===== config.mk =====
export PLATFORM = sky130hd
export DESIGN_NAME = parking_request_queue
export DESIGN_NICKNAME = d
export VERILOG_FILES = /design/src/rtl/parking_pkg.sv /design/src/rtl/plate_fifo.sv /design/src/rtl/parking_request_queue.sv
export SDC_FILE = /design/constraint.sdc
export NUM_CORES = 1
export LEC_CHECK = 0
export CORE_AREA = 2 2 130 132
export CTS_CLUSTER_DIAMETER = 200
export DETAILED_ROUTE_END_ITERATION = 7
export DIE_AREA = 0 0 132 134
export DONT_BUFFER_PORTS = 1
export PLACE_DENSITY = 0.67
export SYNTH_ARGS = -nofsm -noshare
export SYNTH_HDL_FRONTEND = slang
export SYNTH_HIERARCHICAL = 1
export SYNTH_SLANG_ARGS = --single-unit

===== constraint.sdc =====
create_clock -name clock -period 4.2 [get_ports clock]
set_clock_uncertainty 0.05 [all_clocks]
set_input_delay 1.05 -clock clock [delete_from_list [all_inputs] [get_ports clock]]
set_output_delay 1.05 -clock clock [all_outputs]
set_load 0.01 [all_outputs]

===== src/rtl/parking_pkg.sv =====
// parking_pkg
// Types and constants shared by the parking-lot request front end and the
// elevator controller that consumes its task bundle.
//   PLATE_W     : license plate width (4 BCD digits)
//   FLOOR_W     : width of a floor number
//   MAX_FLOOR   : highest floor that can report a leakage
//   task_kind_t : kind of the task currently presented to the controller
//   floor_valid : true when a floor code names a real floor (1..MAX_FLOOR)
package parking_pkg;

  localparam int PLATE_W = 16;
  localparam int FLOOR_W = 3;
  localparam logic [FLOOR_W-1:0] MAX_FLOOR = 3'd7;

  typedef enum logic [1:0] {
    TASK_NONE,
    TASK_IN,
    TASK_OUT,
    TASK_LEAK
  } task_kind_t;

  // MAX_FLOOR is the all-ones code of FLOOR_W bits, so every nonzero code is a
  // real floor and only floor 0 has to be rejected.
  function automatic logic floor_valid(input logic [FLOOR_W-1:0] floor);
    return (floor != '0);
  endfunction

endpackage


===== src/rtl/plate_fifo.sv =====
// plate_fifo
// Synchronous FIFO holding queued car requests ({is_out, plate}).
//   clock, reset : clock and synchronous active-high reset
//   push         : write push_data this edge (accepted when not full, or when
//                  a pop happens on the same edge)
//   pop          : drop the head entry this edge (ignored when empty)
//   push_data    : entry to write
//   pop_data     : current head entry (valid while empty is 0)
//   full, empty  : occupancy flags
//   count        : number of stored entries, 0..DEPTH
module plate_fifo #(
  parameter int DEPTH = 8,
  parameter int WIDTH = 17
) (
  input  logic                     clock,
  input  logic                     reset,
  input  logic                     push,
  input  logic                     pop,
  input  logic [WIDTH-1:0]         push_data,
  output logic [WIDTH-1:0]         pop_data,
  output logic                     full,
  output logic                     empty,
  output logic [$clog2(DEPTH):0]   count
);

  localparam int PTR_W = $clog2(DEPTH);
  localparam logic [PTR_W:0] FULL_COUNT = (PTR_W+1)'(DEPTH);

  logic [WIDTH-1:0] mem [DEPTH];
  logic [PTR_W-1:0] wr_ptr;
  logic [PTR_W-1:0] rd_ptr;
  logic             do_push;
  logic             do_pop;

  assign empty    = (count == '0);
  assign full     = (count == FULL_COUNT);
  assign pop_data = mem[rd_ptr];

  // A pop on the same edge frees a slot, so a full FIFO still takes the push.
  assign do_pop  = pop && !empty;
  assign do_push = push && (!full || do_pop);

  // Pointers wrap naturally because DEPTH is a power of two.
  always_ff @(posedge clock) begin
    if (reset) begin
      wr_ptr <= '0;
      rd_ptr <= '0;
      count  <= '0;
    end else begin
      if (do_push) wr_ptr <= wr_ptr + 1'b1;
      if (do_pop)  rd_ptr <= rd_ptr + 1'b1;
      case ({do_push, do_pop})
        2'b10:   count <= count + 1'b1;
        2'b01:   count <= count - 1'b1;
        default: count <= count;
      endcase
    end
  end

  always_ff @(posedge clock) begin
    if (do_push) mem[wr_ptr] <= push_data;
  end

endmodule


===== src/rtl/parking_request_queue.sv =====
// parking_request_queue
// Front end for the parking lot's external request interface. Captures entry,
// exit and leakage pulses, queues car requests, and presents one task at a
// time to the elevator controller until it reports completion. A pending
// leakage always runs before queued car requests, but never interrupts the
// task already in progress.
//   clock, reset       : clock and synchronous active-high reset
//   license_plate      : plate attached to this cycle's in/out pulse
//   in_mode, out_mode  : one-cycle entry / exit request pulses
//   leakage            : one-cycle leakage event pulse
//   leakage_floor      : floor of the leakage event (1..7)
//   todo_done          : controller finished the active task
//   todo_exists        : active task valid
//   todo_in/out        : active task is an entry / exit
//   todo_leak_move     : active task is a leakage evacuation
//   todo_license_plate : plate of the active car task, 0 for leak tasks
//   todo_leak_floor    : floor of the active leak task, 0 otherwise
//   queue_count        : queued car requests, not counting the active task
//   dropped            : one-cycle pulse, car request lost to a full queue
//   illegal            : one-cycle pulse, malformed request rejected
module parking_request_queue #(
  parameter int DEPTH   = 8,
  parameter int PLATE_W = parking_pkg::PLATE_W
) (
  input  logic                          clock,
  input  logic                          reset,
  input  logic [PLATE_W-1:0]            license_plate,
  input  logic                          in_mode,
  input  logic                          out_mode,
  input  logic                          leakage,
  input  logic [parking_pkg::FLOOR_W-1:0] leakage_floor,
  input  logic                          todo_done,
  output logic                          todo_exists,
  output logic                          todo_in,
  output logic                          todo_out,
  output logic                          todo_leak_move,
  output logic [PLATE_W-1:0]            todo_license_plate,
  output logic [parking_pkg::FLOOR_W-1:0] todo_leak_floor,
  output logic [$clog2(DEPTH):0]        queue_count,
  output logic                          dropped,
  output logic                          illegal
);

  import parking_pkg::*;

  localparam int ENTRY_W = PLATE_W + 1;

  typedef enum logic {
    IDLE,
    BUSY
  } state_t;

  state_t               state;
  logic                 car_req;
  logic                 plate_valid;
  logic                 push_req;
  logic                 leak_req;
  logic                 illegal_next;
  logic                 dropped_next;
  logic                 fifo_pop;
  logic                 fifo_full;
  logic                 fifo_empty;
  logic [ENTRY_W-1:0]   fifo_head;
  logic                 leak_pending;
  logic [FLOOR_W-1:0]   leak_floor_q;
  task_kind_t           next_kind;

  // Request decoding. A car request needs exactly one of in/out plus a
  // nonzero plate; leakage is judged independently of the car request.
  assign car_req      = in_mode ^ out_mode;
  assign plate_valid  = (license_plate != '0);
  assign push_req     = car_req && plate_valid;
  assign leak_req     = leakage && floor_valid(leakage_floor);
  assign illegal_next = (in_mode && out_mode)
                     || ((in_mode || out_mode) && !plate_valid)
                     || (leakage && !floor_valid(leakage_floor));

  // The head is only taken when idle and no leak is waiting to go first.
  assign fifo_pop     = (state == IDLE) && !leak_pending && !fifo_empty;
  assign dropped_next = push_req && fifo_full && !fifo_pop;

  plate_fifo #(
    .DEPTH (DEPTH),
    .WIDTH (ENTRY_W)
  ) u_plate_fifo (
    .clock     (clock),
    .reset     (reset),
    .push      (push_req),
    .pop       (fifo_pop),
    .push_data ({out_mode, license_plate}),
    .pop_data  (fifo_head),
    .full      (fifo_full),
    .empty     (fifo_empty),
    .count     (queue_count)
  );

  // Chooses what an idle controller would load next: a waiting leak beats
  // anything queued.
  always_comb begin
    next_kind = TASK_NONE;
    if (leak_pending) begin
      next_kind = TASK_LEAK;
    end else if (!fifo_empty) begin
      next_kind = fifo_head[PLATE_W] ? TASK_OUT : TASK_IN;
    end
  end

  // Active-task FSM with registered task outputs, plus the leak-pending
  // register. A leak captured on the same edge that loads the previous leak
  // stays pending, so no event is lost; a newer leak overwrites the floor.
  always_ff @(posedge clock) begin
    if (reset) begin
      state              <= IDLE;
      todo_exists        <= 1'b0;
      todo_in            <= 1'b0;
      todo_out           <= 1'b0;
      todo_leak_move     <= 1'b0;
      todo_license_plate <= '0;
      todo_leak_floor    <= '0;
      leak_pending       <= 1'b0;
      leak_floor_q       <= '0;
      dropped            <= 1'b0;
      illegal            <= 1'b0;
    end else begin
      dropped <= dropped_next;
      illegal <= illegal_next;

      case (state)
        IDLE: begin
          if (next_kind != TASK_NONE) begin
            state              <= BUSY;
            todo_exists        <= 1'b1;
            todo_in            <= (next_kind == TASK_IN);
            todo_out           <= (next_kind == TASK_OUT);
            todo_leak_move     <= (next_kind == TASK_LEAK);
            todo_license_plate <= (next_kind == TASK_LEAK) ? '0 : fifo_head[PLATE_W-1:0];
            todo_leak_floor    <= (next_kind == TASK_LEAK) ? leak_floor_q : '0;
          end
        end
        BUSY: begin
          if (todo_done) begin
            state              <= IDLE;
            todo_exists        <= 1'b0;
            todo_in            <= 1'b0;
            todo_out           <= 1'b0;
            todo_leak_move     <= 1'b0;
            todo_license_plate <= '0;
            todo_leak_floor    <= '0;
          end
        end
        default: state <= IDLE;
      endcase

      if ((state == IDLE) && leak_pending) leak_pending <= 1'b0;
      if (leak_req) begin
        leak_pending <= 1'b1;
        leak_floor_q <= leakage_floor;
      end
    end
  end

endmodule


Word-level counts from Yosys, hierarchy flattened
Memories as Yosys holds them, arrays and structs flattened. A register that Yosys moved wholly into a read port is not among the register bits.
Index checks and enable logic that the tools add are counted.
{"block": "word_totals", "regBits": 40, "ramBits": 136, "inputBits": 25, "output_inout_bits": 29, "wordCells": 88, "mem_count": 1}
{"memory": "u_plate_fifo.mem", "depth": 8, "width": 17, "rd": 1, "rd_ports_with_merged_regs": 1, "write_ports": 1, "line_no": "plate_fifo.sv:29", "text": "logic [WIDTH-1:0] mem [DEPTH];"}
{"block": "op_classes", "n_addsub": 4, "n_eq_ne": 8, "mux": 30, "bitwise": 2, "reduce_logical": 29}
{"operator": "16-bit 2-to-1 mux", "count": 3}
{"operator": "16-bit one-hot mux with 2 select lines", "count": 1}
{"operator": "16-bit nonzero test", "count": 1}
{"operator": "3-bit 2-to-1 mux", "count": 5}
{"operator": "1-bit logical AND", "count": 12}
{"operator": "1-bit 2-to-1 mux", "count": 11}
{"operator": "1-bit one-hot mux with 2 select lines", "count": 5}
{"operator": "4-bit one-hot mux with 2 select lines", "count": 1}
{"operator": "3-bit by 1-bit adder with 3-bit output (second input constant)", "count": 2}
{"operator": "2-bit == test (second input constant)", "count": 3}
{"operator": "1-bit logical NOT", "count": 6}
{"operator": "2-bit 2-to-1 mux", "count": 3}
{"operator": "3-bit one-hot mux with 2 select lines", "count": 1}
{"operator": "2-bit nonzero test", "count": 3}
{"operator": "4-bit by 1-bit adder with 4-bit output (second input constant)", "count": 1}
{"operator": "2-bit by 1-bit == test with 1-bit output (second input constant)", "count": 2}
{"operator": "4-bit == test (second input constant)", "count": 1}
{"operator": "4-bit logical NOT", "count": 1}
{"operator": "1-bit logical OR", "count": 4}
{"operator": "4-bit by 1-bit subtractor with 4-bit output (second input constant)", "count": 1}
{"operator": "3-bit nonzero test", "count": 1}
{"operator": "2-bit by 1-bit inequality test with 1-bit output (second input constant)", "count": 1}
{"operator": "2-bit inequality test (second input constant)", "count": 1}
{"operator": "2-bit AND reduction", "count": 1}
{"operator": "other kinds (2)", "count": 2}

Logic depth before layout (Yosys ltp)
Gate-level depths: netlist of run 1.
{"block": "logic_depth", "ltp_word": 8, "ltp_mapped": 13, "ltp_nobuf": 11}

Hierarchy
Netlist of run 1, hierarchy kept.
{"module": "plate_fifo", "instances": 1, "cells_each": 283, "area_each_um2": 5954.5}
{"module": "parking_request_queue", "instances": 1, "cells_each": 142, "area_each_um2": 1273.7}

Least setup slack after synthesis of run 1
OpenSTA, ideal clock, no wires.
{"block": "synth_timing", "path_type": "input-to-reg", "startpoint": "input in_mode", "endpoint": "memory u_plate_fifo.mem[0][0], enable pin", "setup_ns": 0.413, "arrival_time_ns": 3.249, "setup_slack_ns": 0.489, "stages": 7, "path_buffers": 1, "cell_sequence": "inv_1 -> ha_1 -> and2_1 -> buf_2 -> o21ai_2 -> or2_2 -> nor3_1"}
{"block": "synth_between", "elab_chain_cells": 5}
{"item": "start, declared", "line_no": "parking_request_queue.sv:28", "text": "input logic in_mode,"}
{"item": "1-bit bitwise XOR", "line_no": "parking_request_queue.sv:70", "text": "assign car_req = in_mode ^ out_mode;"}
{"item": "1-bit logical AND", "line_no": "parking_request_queue.sv:72", "text": "assign push_req = car_req && plate_valid;"}
{"item": "named net push_req", "line_no": "parking_request_queue.sv:56", "text": "logic push_req;"}
{"item": "1-bit logical AND", "line_no": "plate_fifo.sv:41", "text": "assign do_push = push && (!full || do_pop);"}
{"item": "1-bit 2-to-1 mux", "line_no": "plate_fifo.sv:61", "text": "if (do_push) mem[wr_ptr] <= push_data;"}
{"item": "1-bit 2-to-1 mux (implied by the code)", "line_no": "plate_fifo.sv:61"}
{"item": "end, declared", "line_no": "plate_fifo.sv:29"}
The timed path passes the listed nets, and every way through them passes these cells.

Worst setup path after layout of run 1
{"block": "layout_timing", "startpoint": "input license_plate[2]", "endpoint": "register u_plate_fifo.count[3]"}
{"block": "layout_between", "elab_chain_cells": 5, "elab_cells_between_ends": 7}
{"item": "start, declared", "line_no": "parking_request_queue.sv:27", "text": "input logic [PLATE_W-1:0] license_plate,"}
{"item": "16-bit nonzero test (*)", "line_no": "parking_request_queue.sv:71", "text": "assign plate_valid = (license_plate != '0);"}
{"item": "1-bit logical AND (*)", "line_no": "parking_request_queue.sv:72"}
{"item": "named net push_req", "line_no": "parking_request_queue.sv:56"}
{"item": "1-bit logical AND (*)", "line_no": "plate_fifo.sv:41"}
{"item": "2-bit by 1-bit == test with 1-bit output / 2-bit == test (equally long branches)", "line_no": "plate_fifo.sv:52", "text": "case ({do_push, do_pop})"}
{"item": "4-bit one-hot mux with 2 select lines / 2-bit nonzero test (equally long branches)"}
{"item": "end signal, assigned", "line_no": "plate_fifo.sv:53", "text": "2'b10: count <= count + 1'b1;"}
{"item": "end signal, assigned", "line_no": "plate_fifo.sv:54", "text": "2'b01: count <= count - 1'b1;"}
{"item": "end signal, assigned", "line_no": "plate_fifo.sv:55", "text": "default: count <= count;"}
{"item": "end, declared", "line_no": "plate_fifo.sv:23", "text": "output logic [$clog2(DEPTH):0] count"}
Mark *: on every way through the listed nets, which the timed path passes. The rest lies on a longest branch.
A chain may end at the register's enable or synchronous reset.

==> results.ini, run 1 <==
[status]
status = finished clean

[synthesis]
synth-edff-count = 136
seq_area_frac_synth_pct = 68.41
synth_top_cell_by_area = edfxtp_1
synth.avg_cell_area_um2 = 17.01
ys_top_cells_by_count = 136 x edfxtp_1, 43 x dfxtp_1, 27 x mux4_1
synthTopCellsByArea = edfxtp_1 56%, dfxtp_1 12%, mux4_1 9.8%
synth_seq_cells = 179
netlist_instances = 425
netlist_area_um2 = 7228
yosys_warnings = 6
synth_most_common_cell = edfxtp_1
synthFlopType = edfxtp_1
synth_top_area_share_pct = 56.50
synth_fp_nets = 457
yosysUniqueCellTypes = 45
async_flop_share_pct = 0

[final_layout]
fin_util_pct = 49.42
syn2layout_area_growth_pct = 11.37
antennaDiodeCount = 0
final_nets = 462
drive_gt1_share_pct = 17.61
instances_no_fill = 663

[sta]
fin_tns_setup_ps = 0
setup_viol = 0
rsz0062_at_grt = false
fmax_ghz = 0.2938
fin_crit_ps = 3404
finalHoldViolations = 0
whs_ps = 414.4
fin_crit_sh_pct = 81.04
final_max_slew_viol_count = 0
maxSlewHeadroom_pct = 20.71
worst_slew_pin_slew_ps = 1184

[clock_tree]
clockRootBuffer = clkbuf_16
cts_resized = 0
cts_tree = built
clk_latency_ps = 430
clock_sinks = 179
cts_hold_buf = 0
cts_max_path_buffers = 2
cts_buffers = 17
post-cts-setup-buffers = 0
htreeDepth = 4
clk_pin_slew_ps = 70

[die]
core_um2 = 16290
dieHeight_um = 134
rows = 47
die_w_um = 132
start_util_pct = 44.37
pin_count = 54
die_area_um2 = 17690

[worst_hold_path]
hp-start = leak_floor_q[0]
min_path_type = reg -> reg

[power]
swShare_pct = 28.52
p_int_mw = 3.450
p_total_mw = 4.826
sequentialPowerShare_pct = 48.1
p_sw_mw = 1.376
pwr-share-clk_pct = 32.0
power_leakage_nw = 2.635
combPwrFrac_pct = 19.9
power.density_nw_per_um2 = 599.5
ir_drop_mv = 0.3484

[setup_path]
r2r_slack_ps = 1000
path_class = in -> reg
path_cells = nor4_1, nand4_1, and2_1, or2_2, inv_1, ha_1, a21oi_1, nand2_1, or3_1, nand4_1
crit_path_end_kind = flop
cp_slowest_cell = nor4_1
worstPathArrival_ps = 3720
r2r-end = u_plate_fifo/mem[5][4]
cpLargestDelayFamily = simple AND/OR/NAND/NOR gates
crit_path_start = license_plate[2]
crit_buf_inv = 1
reg2regPathDepth = 8
endpoint = u_plate_fifo/count[3]
timing.rr.start = u_plate_fifo/count[0]
cpPeakStageDelay_ps = 560
critPathLaunchType = input pin
worstSetupPathDepth = 10
cpMostUsedCell = nand4_1
critPathMaxFanout = 9
cp.required_ps = 4510

[global_routing]
grtUsageTotal_pct = 16.91
grt_pass1_wl_um = 21940
grt_remaining_overflow = 0
grt_pass1_vias = 3802
grt_max_degree = 46
antenna_found_initial = 0

[drt]
via_per_inst = 5.763
dr.pass1.iters = 5
ant_nets = 0
drc = 0
wl_um = 14340
dr.first_iter.drc_count = 367
dr_total_vias = 3821
drt-wirelength-per-cell_um = 21.62

[place]
gp_congestion = 0.8090
port_buffers = 0
dp_cells = 631
hpwl_um = 8667

[run]
drv_cap = 0

## per-stage QoR
| step | instance area (um2) | setup slack (ps) |
|---|---|---|
| 2_1_floorplan | 7228 | 489.0 |
| 3_3_place_gp | 7470 | 492.7 |
| 3_5_place_dp | 7470 | 375.5 |
| 4_1_cts | 8050 | 806.5 |
| 5_1_grt | 8050 | 676.0 |
| 6_report | 8050 | 796.4 |
## registers in the layout (all words and copies together), names as in the netlist, 3 cells and up, named ones only
name	flops
todo_leak_floor	3
u_plate_fifo/wr_ptr	3
u_plate_fifo/mem	136
u_plate_fifo/count	4
todo_license_plate	16
leak_floor_q	3
u_plate_fifo/rd_ptr	3
## worst min-delay path, delay by kind of cell, from the launching register on
family	cells	cell delay, ps
AO/OA/AOI/OAI	1	50
AND/OR/NAND/NOR	1	50
flip-flops	1	320
## layout by cell type (no fill, tap or decap), drive strengths merged, types with 2 or more instances in the layout
cell type and instances:
edfxtp 136, dfxtp 43, mux4 34, a21oi 26, o21ai 24, nor2 22
or4b 17, clkbuf 17, mux2 17, buf 13, inv 12, nand2 9
ha 6, clkinv 6, nor3 5, nor4 4, nand4 4, nand2b 4
a22oi 3, or2 3, or3 3, o211ai 3, xor2 3, xnor2 3
mux2i 3, nor3b 3, and2 2, nor2b 2, clkinvlp 2, bufinv 2
o311a 2, a211oi 2
## worst min path at each step
stage | endpoint | slack, ps | depth (start not counted)
2_1_floorplan | todo_leak_floor[0] | 390 | 2
3_3_place_gp | todo_leak_floor[2] | 390 | 2
3_5_place_dp | todo_leak_floor[0] | 390 | 2
4_1_cts | todo_leak_floor[0] | 410 | 2
5_1_grt | todo_leak_floor[0] | 420 | 2
6_report | todo_leak_floor[0] | 410 | 2
## power groups by stage
stage / logic [mW] / registers, mW / clock network (mW)
global placement: 0.925 / 2.35 / 0
finish: 0.962 / 2.32 / 1.54
detailed placement: 0.949 / 2.37 / 0
global route: 1.04 / 2.35 / 1.65
CTS: 0.959 / 2.33 / 1.58
floorplan: 0.857 / 2.22 / 0
## final cells by class
cell class	instances	area [um2]
Clock buffer	17	425.4
Clock inverter	15	155.1
Fill cell	1330	8239
Inverter	7	26.28
Multi-Input combinational cell	212	2123
Sequential cell	179	4947
Tap cell	220	275.3
Timing Repair Buffer	13	97.59
## cell families after synthesis
group / after synthesis / share of synthesized area [%]
flip-flops: 179 / 68.41
adder cells (fa/ha/maj): 7 / 1.316
XOR/XNOR: 6 / 0.7272
AND/OR/NAND/NOR: 81 / 6.854
AO/OA/AOI/OAI: 64 / 5.280
multiplexers: 54 / 15.06
buffers and inverters: 34 / 2.354
## layer usage
metal / wire length (um) / vias up / global-route usage (%) / part of all wire [%]
met1: 6104 / 1930 / 21.19 / 43
met5: 0 / - / 0 / 0
met2: 7002 / 144 / 27.11 / 49
met3: 937 / 26 / 5.442 / 6.5
li1: - / 1721 / - / -
met4: 291 / 0 / 7.548 / 2.0
Note: power is estimated with default switching activity, not from simulation.
==> run 2, diff against run 1 <==
Settings changed: PLACE_DENSITY 0.67 to 0.69.
Clock period 4.2 ns to 2.9 ns, I/O delays scaled along.
==> results.ini, run 2 (synthesis gave the netlist of run 1 again) <==
[status]
status = finished clean

[final_layout]
drive_gt1_share_pct = 21.72  ; +4.1 points
reg_top3 = u_plate_fifo/mem x136, todo_license_plate x16, u_plate_fifo/count x4
final_common_cell = edfxtp_1
instances_no_fill = 685  ; +3.3%
mostFrequentLayoutCells = 136 x edfxtp_1, 42 x dfxtp_1, 27 x buf_4, 27 x mux4_1, 26 x a21oi_1
antennaDiodeCount = 0  ; unchanged
top_register = u_plate_fifo/mem
syn2layout_area_growth_pct = 15.63
final_nets = 484  ; +4.8%
fin_util_pct = 51.31  ; +1.9 points
largest_reg_flops = 136  ; unchanged
final_cell_area_um2 = 8358  ; +3.8%

[global_routing]
grt_max_degree = 46  ; unchanged
grtUsageTotal_pct = 16.84  ; -0.072 points
top_usage_layer = met2
grt_pass1_wl_um = 22140  ; +0.91%
grt_remaining_overflow = 0  ; unchanged
grt_use_met1_pct = 23.13  ; +1.9 points
grt_pass1_vias = 3814  ; +0.32%
use_met3_pct = 5.064  ; -0.38 points
use_met2_pct = 25.67  ; -1.4 points
antenna_found_initial = 0  ; unchanged

[setup_path]
r2r-end = u_plate_fifo/mem[3][7]
timing.rr.start = u_plate_fifo/count[1]
r2r_slack_ps = 190  ; -810 ps
cp.required_ps = 3220  ; -1290 ps
worstPathArrival_ps = 3100  ; -620 ps
path_class = in -> reg
critPathLaunchType = input pin
critPathMaxFanout = 9  ; unchanged
crit_path_end_kind = flop
reg2regPathDepth = 6  ; -2

[drt]
wl_um = 14120  ; -1.5%
dr.first_iter.drc_count = 293  ; -20%
drc = 0  ; unchanged
dr.pass1.iters = 4  ; -1
via_per_inst = 5.527  ; -4.1%
drt-wirelength-per-cell_um = 20.61  ; -4.7%
ant_nets = 0  ; unchanged
dr_total_vias = 3786  ; -0.92%

[die]
core_um2 = 16290  ; unchanged
rows = 47  ; unchanged
die_w_um = 132  ; unchanged
dieHeight_um = 134  ; unchanged
pin_count = 54  ; unchanged
start_util_pct = 44.37  ; unchanged
die_area_um2 = 17690  ; unchanged

[place]
hpwl_um = 9107  ; +5.1%
dpl_cell_area_um2 = 7744  ; +3.7%
gp_congestion = 0.7813  ; -3.4%
port_buffers = 0  ; unchanged
dp_cells = 653  ; +3.5%

[clock_tree]
cts_resized = 0  ; unchanged
cts_buffers = 17  ; unchanged
clk_pin_slew_ps = 70  ; about the same
clock_sinks = 179  ; unchanged
post-cts-setup-buffers = 0  ; unchanged
cts_tree = built
cts_max_path_buffers = 2  ; unchanged
clockRootBuffer = clkbuf_16
cts_hold_buf = 0  ; unchanged
clk_latency_ps = 430  ; about the same
htreeDepth = 4  ; unchanged

[sta]
fmax_ghz = 0.3591
worst_slew_pin_slew_ps = 1122  ; -62.64 ps
finalHoldViolations = 0  ; unchanged
fin_crit_sh_pct = 96.03
whs_ps = 309.2  ; -105.2 ps
setup_viol = 0  ; unchanged
fin_crit_ps = 2785
final_max_slew_viol_count = 0  ; unchanged
rsz0062_at_grt = false
maxSlewHeadroom_pct = 25.15  ; +4.4 points

[power]
p_total_mw = 7.273  ; +51%
power.density_nw_per_um2 = 870.1  ; +45%
power_leakage_nw = 2.779  ; +5.5%
ir_drop_mv = 0.7014  ; +100%

[worst_hold_path]
whs_path_depth = 1  ; -1
min_path_type = in -> reg
worst_hold_path.endpoint = todo_license_plate[0]
hp-start = reset

[run]
drv_cap = 0  ; unchanged

run 2: stage by stage:
step | worst slack (ps) | TNS (ps)
floorplan | -240.5 | -11710
global placement | -201.1 | -962.7
detailed placement | -295.4 | -4060
CTS | 149.8 | 0
global route | 35.06 | 0
finish | 115.2 | 0
run 2: power by group:
group / total, mW / leakage, nW / internal, mW / switching, mW
registers: 3.18 / 1.59 / 3.02 / 0.156
logic: 1.72 / 0.902 / 0.837 / 0.884
clock network: 2.38 / 0.291 / 1.44 / 0.933
total: 7.27 / 2.78 / 5.30 / 1.97
run 2: routing by layer:
metal | routed length, um | share of wire, %
met1 | 6432 | 46
met2 | 6599 | 47
met3 | 892 | 6.3
met4 | 194 | 1.4
met5 | 0 | 0
run 2: critical path: stages:
cell and delay, ps:
nor4_1 360, buf_4 180, nand4_1 210, and2_1 270
or2_2 300, inv_1 80, ha_1 250, a21oi_1 140
nand2_1 110, or3_1 370, nand4_1 110
run 2: final cells by class:
cell class,instances,area (um2)
Clock buffer,19,432.9
Clock inverter,13,181.4
Fill cell,1322,7931
Inverter,7,26.28
Multi-Input combinational cell,212,2133
Sequential cell,179,4946
Tap cell,220,275.3
Timing Repair Buffer,35,362.8
run 2: worst max path at each step:
stage / cells past startpoint / slack, ps / startpoint / end
3_5_place_dp: 11 / -300 / license_plate[9] / u_plate_fifo/count[3]
4_1_cts: 11 / 150 / license_plate[9] / u_plate_fifo/count[3]
5_1_grt: 6 / 40 / u_plate_fifo/count[1] / u_plate_fifo/mem[7][8]
3_3_place_gp: 11 / -200 / license_plate[9] / u_plate_fifo/count[3]
6_report: 11 / 120 / license_plate[9] / u_plate_fifo/count[3]
2_1_floorplan: 9 / -240 / u_plate_fifo/count[0] / u_plate_fifo/mem[2][0]
==> run 3, diff against run 2 <==
Settings changed: DONT_BUFFER_PORTS 1 to default, PLACE_DENSITY 0.69 to 0.74.
==> results.ini, run 3 (synthesis gave the netlist of run 1 again) <==
[setup_path]
reg2regPathDepth = 7  ; +1
path_cells = dlygate4sd2_1, nor4_4, buf_4, nand4_1, buf_4, and2_1, or2_4, buf_4, fa_1, xnor2_1, mux2i_1, nor2_1
path_class = in -> reg
cp_slowest_cell = fa_1
cp.required_ps = 3150  ; -70 ps
crit_path_end_kind = flop
worstPathArrival_ps = 3060  ; -40 ps
critPathLaunchType = input pin
cpPeakStageDelay_ps = 380  ; about the same
cpMostUsedCell = buf_4
critPathMaxFanout = 2  ; -7

[final_layout]
drive_gt1_share_pct = 24.02  ; +2.3 points
final_nets = 552  ; +14%
mostFrequentLayoutCells = 136 x edfxtp_1, 42 x dfxtp_1, 42 x buf_4
syn2layout_area_growth_pct = 24.30
reg_top3 = u_plate_fifo/mem x136, todo_license_plate x16, u_plate_fifo/count x4
largest_reg_flops = 136  ; unchanged
final_common_cell = edfxtp_1
antennaDiodeCount = 0  ; unchanged
top_register = u_plate_fifo/mem

[die]
die_area_um2 = 17690  ; unchanged
pin_count = 54  ; unchanged
rows = 47  ; unchanged
dieHeight_um = 134  ; unchanged
core_um2 = 16290  ; unchanged
start_util_pct = 44.37  ; unchanged
die_w_um = 132  ; unchanged

[clock_tree]
clock_sinks = 179  ; unchanged
clk_latency_ps = 420  ; about the same
htreeDepth = 4  ; unchanged
clk_pin_slew_ps = 60  ; about the same
clockRootBuffer = clkbuf_16
cts_tree = built
cts_buffers = 17  ; unchanged
cts_hold_buf = 0  ; unchanged
cts_max_path_buffers = 2  ; unchanged

[global_routing]
use_met2_pct = 28.53  ; +2.9 points
use_met3_pct = 4.611  ; -0.45 points
grt_use_met1_pct = 22.28  ; -0.85 points
grtUsageTotal_pct = 17.26  ; +0.42 points
top_usage_layer = met2
antenna_found_initial = 0  ; unchanged
grt_pass1_vias = 4141  ; +8.6%
grt_max_degree = 45  ; -2.2%
grt_remaining_overflow = 0  ; unchanged
grt_pass1_wl_um = 22940  ; +3.6%

[worst_hold_path]
whs_path_depth = 2  ; +1
min_path_type = reg -> reg

[sta]
final_max_slew_viol_count = 0  ; unchanged
maxSlewHeadroom_pct = 45.68  ; +21 points
fmax_ghz = 0.3555  ; -1.0%
fin_tns_setup_ps = 0  ; unchanged
setup_viol = 0  ; unchanged
fin_crit_ps = 2813  ; +28.00 ps
rsz0062_at_grt = true
worst_slew_pin_slew_ps = 811.2  ; -310.3 ps
finalHoldViolations = 0  ; unchanged
whs_ps = 417.0  ; +107.8 ps
fin_crit_sh_pct = 96.99  ; +0.97 points

[power]
power_leakage_nw = 3.016  ; +8.5%
ir_drop_mv = 0.4694  ; -33%
power.density_nw_per_um2 = 807.6  ; -7.2%

[run]
drv_cap = 0  ; unchanged

[place]
gp_congestion = 0.7881  ; +0.87%
port_buffers = 53  ; +53
hpwl_um = 9290  ; +2.0%

[drt]
drt-wirelength-per-cell_um = 19.48  ; -5.5%
via_per_inst = 5.409  ; -2.1%
dr_total_vias = 4073  ; +7.6%
dr.first_iter.drc_count = 312  ; +6.5%
dr.pass1.iters = 4  ; unchanged
ant_nets = 0  ; unchanged
drc = 0  ; unchanged
wl_um = 14670  ; +3.9%

[status]
status = finished clean

==> run 3: cell types whose count changed in the layout (fill, tap and decap cells not counted), sizes merged, moves of 3 or more <==
cell	delta
clkdlybuf4s50	+39
buf	+15
dlygate4sd2	+14
bufinv	-4
clkinv	+3
clkinvlp	+3
==> run 3: what timing repair did <==
item	4_1_cts	5_1_grt
endpoints found under the setup margin	122	76
pin swaps	6	8
gates resized for setup	24	6
setup buffers	1	4
==> run 3: worst paths after layout <==
path | start | to | slack, ps
hold / removal | leak_floor_q[0] | todo_leak_floor[0] | 420
setup / recovery | license_plate[10] | u_plate_fifo/count[2] | 90
setup reg to reg | u_plate_fifo/count[0] | u_plate_fifo/mem[1][12] | 370
hold reg to reg | leak_floor_q[0] | todo_leak_floor[0] | 420
==> run 3: area by class of cell <==
type / count / area [um2]
Tap cell: 220 / 275.3
Clock inverter: 15 / 110.1
Multi-Input combinational cell: 212 / 2211
Sequential cell: 179 / 4946
Clock buffer: 17 / 425.4
Inverter: 7 / 28.78
Fill cell: 1277 / 7305
Timing Repair Buffer: 103 / 988.4
==> run 3: worst max-delay path, delay by kind of cell <==
kind / cells / cell delay [ps]
and+or+nand+nor: 5 / 890
buffers and inverters: 4 / 750
adders and majority gates: 1 / 380
muxes: 1 / 160
xor gates and xnor gates: 1 / 150
==> run 3: per-layer routing <==
metal / part of all wire [%] / vias to the layer above
li1: - / 1899
met1: 44 / 2034
met2: 50 / 124
met3: 5.0 / 16
met4: 1.2 / 0
met5: 0 / -
==> run 3: power breakdown <==
| group | total (mW) | switching [mW] | leakage, nW | internal (mW) |
|---|---|---|---|---|
| Clock | 2.05 | 0.952 | 0.247 | 1.10 |
| Sequential | 3.12 | 0.105 | 1.59 | 3.02 |
| Combinational | 2.08 | 1.04 | 1.18 | 1.05 |
| Total | 7.26 | 2.09 | 3.02 | 5.16 |
==> run 3: stage by stage <==
step                utilization (%)  instance area, um2  cells  setup slack [ps]  total power, mW
global route                  55.16                8985    753            -3.594            7.589
global placement              51.03                8312    716            -734.6            5.141
CTS                           54.54                8885    749             30.41            7.283
finish                        55.16                8985    753             87.19            7.256
floorplan                         -                7248    425            -240.5            4.465
detailed placement            51.03                8312    716            -872.5            5.225
